### src/rtl/vga_text_fetch_arbiter.sv
// Text buffer RAM arbiter: one display fetch per character cell, CPU accesses in the gaps.
// Optional blinking cursor built when VGA_TEXT_CURSOR_EN is defined.
module vga_text_fetch_arbiter #(
  parameter int unsigned CHAR_W       = 8,
  parameter int unsigned CHAR_H       = 16,
  parameter int unsigned COLS         = 160,
  parameter int unsigned ROWS         = 64,
  parameter int unsigned X_WIDTH      = 11,
  parameter int unsigned Y_WIDTH      = 10,
  parameter int unsigned ADDR_WIDTH   = $clog2(COLS*ROWS),
  parameter int unsigned BLINK_FRAMES = 32
) (
  input  logic                        clk,
  input  logic                        reset,
  input  logic                        disp_in,
  input  logic [X_WIDTH-1:0]          x_pos,
  input  logic [Y_WIDTH-1:0]          y_pos,
  output logic [ADDR_WIDTH-1:0]       ram_addr,
  output logic                        ram_we,
  output logic [7:0]                  ram_wdata,
  input  logic [7:0]                  ram_rdata,
  input  logic                        cpu_req_valid,
  output logic                        cpu_req_ready,
  input  logic                        cpu_req_we,
  input  logic [ADDR_WIDTH-1:0]       cpu_req_addr,
  input  logic [7:0]                  cpu_req_wdata,
  output logic                        cpu_rsp_valid,
  output logic [7:0]                  cpu_rsp_data,
  output logic                        char_valid,
  output logic [7:0]                  char_code,
  output logic [$clog2(CHAR_H)-1:0]   char_row,
  output logic [$clog2(COLS)-1:0]     char_col,
  input  logic [ADDR_WIDTH-1:0]       cursor_addr,
  output logic                        char_cursor
);

  localparam int unsigned XS    = $clog2(CHAR_W);
  localparam int unsigned YS    = $clog2(CHAR_H);
  localparam int unsigned COL_W = $clog2(COLS);
  localparam int unsigned CELLS = COLS * ROWS;

  typedef enum logic [1:0] {S_IDLE, S_PEND, S_WAIT, S_RESP} cpu_state_t;

  cpu_state_t state, state_nxt;
  logic       wait_cnt, wait_cnt_nxt;
  logic       accept_c, issue_c, slot_c, cur_hit_c;
  logic [ADDR_WIDTH-1:0] slot_addr_c;

  logic                  req_we, req_oob;
  logic [ADDR_WIDTH-1:0] req_addr;
  logic [7:0]            req_wdata;

  logic             s1_valid, s2_valid, s1_cur, s2_cur;
  logic [YS-1:0]    s1_row, s2_row;
  logic [COL_W-1:0] s1_col, s2_col;

  assign slot_c      = disp_in && (x_pos[XS-1:0] == '0);
  assign slot_addr_c = ADDR_WIDTH'((32'(y_pos) >> YS) * COLS + (32'(x_pos) >> XS));

`ifdef VGA_TEXT_CURSOR_EN
  localparam int unsigned FW = (BLINK_FRAMES > 1) ? $clog2(BLINK_FRAMES) : 1;

  logic          disp_q, blink_on;
  logic [FW-1:0] frame_cnt;

  // Frame starts are rising edges of disp_in on the top line.
  always_ff @(posedge clk) begin
    if (reset) begin
      disp_q    <= 1'b0;
      frame_cnt <= '0;
      blink_on  <= 1'b1;
    end else begin
      disp_q <= disp_in;
      if (disp_in && !disp_q && (y_pos == '0)) begin
        if (frame_cnt == FW'(BLINK_FRAMES - 1)) begin
          frame_cnt <= '0;
          blink_on  <= ~blink_on;
        end else begin
          frame_cnt <= frame_cnt + FW'(1);
        end
      end
    end
  end

  assign cur_hit_c = blink_on && (slot_addr_c == cursor_addr);
`else
  logic unused_cursor;
  assign unused_cursor = ^cursor_addr;
  assign cur_hit_c     = 1'b0;
`endif

  always_ff @(posedge clk) begin
    if (reset) begin
      state    <= S_IDLE;
      wait_cnt <= 1'b0;
    end else begin
      state    <= state_nxt;
      wait_cnt <= wait_cnt_nxt;
    end
  end

  // CPU access sequencing; display slots always take the RAM first.
  always_comb begin
    state_nxt    = state;
    wait_cnt_nxt = wait_cnt;
    accept_c     = 1'b0;
    issue_c      = 1'b0;
    case (state)
      S_IDLE: if (cpu_req_valid) begin
        accept_c  = 1'b1;
        state_nxt = S_PEND;
      end
      S_PEND: if (!slot_c) begin
        issue_c      = 1'b1;
        wait_cnt_nxt = 1'b0;
        state_nxt    = S_WAIT;
      end
      S_WAIT: if (wait_cnt) state_nxt = S_RESP;
              else          wait_cnt_nxt = 1'b1;
      S_RESP: state_nxt = S_IDLE;
      default: state_nxt = S_IDLE;
    endcase
  end

  always_ff @(posedge clk) begin
    if (reset) begin
      cpu_req_ready <= 1'b1;
      cpu_rsp_valid <= 1'b0;
      cpu_rsp_data  <= '0;
      req_we        <= 1'b0;
      req_oob       <= 1'b0;
      req_addr      <= '0;
      req_wdata     <= '0;
      ram_addr      <= '0;
      ram_we        <= 1'b0;
      ram_wdata     <= '0;
      s1_valid      <= 1'b0;
      s1_cur        <= 1'b0;
      s1_row        <= '0;
      s1_col        <= '0;
      s2_valid      <= 1'b0;
      s2_cur        <= 1'b0;
      s2_row        <= '0;
      s2_col        <= '0;
      char_valid    <= 1'b0;
      char_code     <= '0;
      char_row      <= '0;
      char_col      <= '0;
      char_cursor   <= 1'b0;
    end else begin
      cpu_req_ready <= (state_nxt == S_IDLE);
      cpu_rsp_valid <= (state_nxt == S_RESP);
      // Read data arrives two cycles after issue, i.e. in the last WAIT cycle.
      cpu_rsp_data  <= (state == S_WAIT && wait_cnt && !req_we && !req_oob) ? ram_rdata : 8'h00;

      if (accept_c) begin
        req_we    <= cpu_req_we;
        req_oob   <= 32'(cpu_req_addr) >= CELLS;
        req_addr  <= cpu_req_addr;
        req_wdata <= cpu_req_wdata;
      end

      if (slot_c) begin
        ram_addr <= slot_addr_c;
        ram_we   <= 1'b0;
      end else if (issue_c) begin
        ram_addr <= req_addr;
        ram_we   <= req_we && !req_oob;
        if (req_we) ram_wdata <= req_wdata;
      end else begin
        ram_we <= 1'b0;
      end

      s1_valid <= slot_c;
      s1_cur   <= cur_hit_c;
      s1_row   <= y_pos[YS-1:0];
      s1_col   <= COL_W'(x_pos >> XS);
      s2_valid <= s1_valid;
      s2_cur   <= s1_cur;
      s2_row   <= s1_row;
      s2_col   <= s1_col;

      char_valid  <= s2_valid;
      char_cursor <= s2_valid && s2_cur;
      if (s2_valid) begin
        char_code <= ram_rdata;
        char_row  <= s2_row;
        char_col  <= s2_col;
      end
    end
  end

endmodule
### config.mk
export PLATFORM = sky130hd
export DESIGN_NAME = vga_text_fetch_arbiter
export DESIGN_NICKNAME = d
export VERILOG_FILES = /design/src/rtl/vga_text_fetch_arbiter.sv
export SDC_FILE = /design/constraint.sdc
export NUM_CORES = 1
export LEC_CHECK = 0
export CAP_MARGIN = 15
export CORE_ASPECT_RATIO = 1.75
export CORE_MARGIN = 1
export CORE_UTILIZATION = 50
export CTS_CLUSTER_SIZE = 10
export DETAILED_ROUTE_END_ITERATION = 8
export DONT_BUFFER_PORTS = 1
export PLACE_DENSITY_LB_ADDON = 0.15
export SYNTH_ARGS = -nofsm -noshare
export SYNTH_HDL_FRONTEND = slang
export SYNTH_SLANG_ARGS = --single-unit
### constraint.sdc
create_clock -name clk -period 3.7 [get_ports clk]
set_input_delay 1.11 -clock clk [delete_from_list [all_inputs] [get_ports clk]]
set_output_delay 1.11 -clock clk [all_outputs]
set_load 0.02 [all_outputs]
==> impl_results.md <==
* Final-report setup violation count at 0
* WL/cell at 14.6 um
* ANT nets after route at 0
* Final core occ at 56.8%
* WP data arrival at 3090 ps
* Type of origin of the critical path: input pin
* Leakage at 0.00159 uW
* Skew-Pair Late Insertion Delay at roughly 340 ps
* # resized after CTS at 0
* Slowest library cell on the worst path: fa_1
* Min cycle time layout at 2830 ps
* Vias per cell at 5.31
* Register clock-pin slew on the reported worst setup and hold paths at 70 ps
* Setup_tns at 0 ps
* CTS sink count at approximately 110
* CP delay by family, top: adder cells
* Boundary pin count at approximately 130
* Fin Clk Skew at 5.64 ps
* Area of the die at 8220 um^2
* Core Footprint at 7570 um^2
* Period utilisation layout at 76.5%
* Largest net degree at the start of global routing at 99
* Drt first pass iters at 4
* Nets at 490
* Yosys cell types at 40
* CTS Root Cell: clkbuf_16
* DIE HEIGHT at about 120 um
* Routability congestion estimate at 0.778
* Syn Nets at 504
* Drt drc at 0
* HPWL after detailed placement at 4970 um
* CTS tree: yes
* Die W at 69.0 um
* Max incr delay on CP at 530 ps
* Num rows at 42
* Maximum vdd drop at 0.436 mV
* Layout area overhead at 9.53%
* Ys flop type: dfxtp_1
* FILL cells at approximately 700
* F_max at about 350 MHz
* Initial antenna violation count at 0
* Post-synth ARST share at 0%
* Hold WC Path Type: flip-flop to flip-flop
* R2r setup slk at 1830 ps
* Relative slew slack at 39.4%
* Final Hold Vio Count at 0
* Initial Util at between 50% and 60%
* Number of synthesized flops with an enable pin at 0
* Worst Tran Pin Value at 909 ps
* Post-CTS Setup Bufs at 0
* Most common cell after layout, fill and taps aside: dfxtp_1
* Share of the yosys chip area belonging to registers at between 50% and 60%
* First-pass GRT wire length at 11800 um
* Pwr/cell area at 575 nW/um^2
* Gate count after technology mapping at 421
* WHS at around 430 ps
* CTS buffer count at 9
* Mapped Area at 3930 um^2
* Ys Warns at 0
* H-tree depth at 3
* Max-Cap Viols at 0
* CP Data Required Time at between 3000 and 4000 ps
* Worst Setup Path Type: input pin to flip-flop
* Critical-path cell list: ha_1, ha_1, fa_1, nand2_1, or2_4, nor4_2, xnor2_1, a221oi_2
* CP bufs+invs at 0
* Diodes inserted at 0
* Vias at 2656
* Layout cell share with drive strength beyond 1 at 6.31%
* Initial DRC Count at between 100 and 150
* # hold bufs at CTS at 0
* Crit-path max FO at 3
* Endpoint class of the critical path: flip-flop
* Vias in the first global route at 2589
* Post-route design area at about 4300 um^2
* Grt ovf at 0
* Final number of max-transition violations at 0
* Routed wire length at 7280 um
* RSZ-0062 raised after global routing: no
* Status: finished clean
* GRT Total Usage at 19.3%
* Number of synthesized register bits at 107
* Maximum clock path buffer count at 2
* Cell mode on critical path: ha_1
* Post-DP Area at 3930 um^2
* IO Port Bufs at 0
* Syn avg cell area at about 9.3 um^2
* Most frequent cells in the layout: dfxtp_1, nand2_1, a21oi_1
[worst paths after layout]
check | start | depth (start not counted) | to
max | y_pos[5] | 8 | ram_addr[12]
max reg2reg | state[1] | 4 | cpu_rsp_data[5]
min | s1_col[6] | 1 | s2_col[6]
min reg2reg | s1_col[6] | 1 | s2_col[6]
[through the flow]
stage / power, uW / worst slack (ps) / cells
final: 2470 / 868 / 500
after global routing: 2570 / 725 / 500
after CTS: 2500 / 878 / 499
after detailed placement: 1410 / 531 / 483
after global placement: 1410 / 544 / 483
after floorplan: 1400 / 622 / 421
[routing by layer]
layer / GRT usage [%] / wire length, um / up-vias
met4: 9.06 / 155 / 0
met3: 6.51 / 546 / 9
li1: - / - / 1359
met2: 30.3 / 3520 / 75
met5: 0 / 0 / -
met1: 22.9 / 3060 / 1213
[synthesized netlist by cell type, types with 3 or more instances]
library cell  count  area [um^2]
clkbuf_1         19         71.3
and2_1            9         56.3
nor2_1           38          143
nand2_1          93          349
nor2b_1          28          175
buf_1             4         15.0
a21oi_1          41          205
xnor2_1           6         52.6
a311oi_1         10         87.6
dfxtp_1         107         2140
buf_2             3         15.0
ha_1             11          138
mux2i_1          20          200
[kinds of logic after synthesis]
family                   synth area share [%]
other                                  0.0955
flip-flops                               54.6
adder cells (fa/ha/maj)                  4.53
XOR/XNOR                                 1.56
AND/OR/NAND/NOR                          21.4
AO/OA/AOI/OAI                            9.91
multiplexers                             5.10
buffers and inverters                    2.87
[report_power, final]
part	leakage, uW	switching (uW)	internal [uW]
Combinational	0.000545	88.7	67.4
Sequential	0.000873	34.7	1200
Clock	0.000169	404	680
Total	0.00159	527	1940
[sequential cells by signal, indices dropped and copies added, names as in the netlist, 4 cells and up]
register / flops
ram_addr: 14
req_addr: 14
char_code: 8
char_col: 8
cpu_rsp_data: 8
ram_wdata: 8
req_wdata: 8
s1_col: 8
s2_col: 8
char_row: 4
s1_row: 4
s2_row: 4
[worst register-to-register path, cell delays in order, from the launching register on]
cell     delay, ps
dfxtp_1        370
nor2b_1        270
and3b_1        230
nor3b_1        720
and2_1         230
[final cells by class]
class                      instances  area [um^2]  area share [%]
clock buffer                      10          239            5.56
clock inverter                     6          111            2.59
inverter                           1         3.75          0.0873
multi-input combinational        286         1670            38.9
sequential                       107         2140            49.8
tap                               88          110            2.56
timing repair buffer               2         22.5           0.524
No activity file was read; power rests on OpenSTA's default activity.
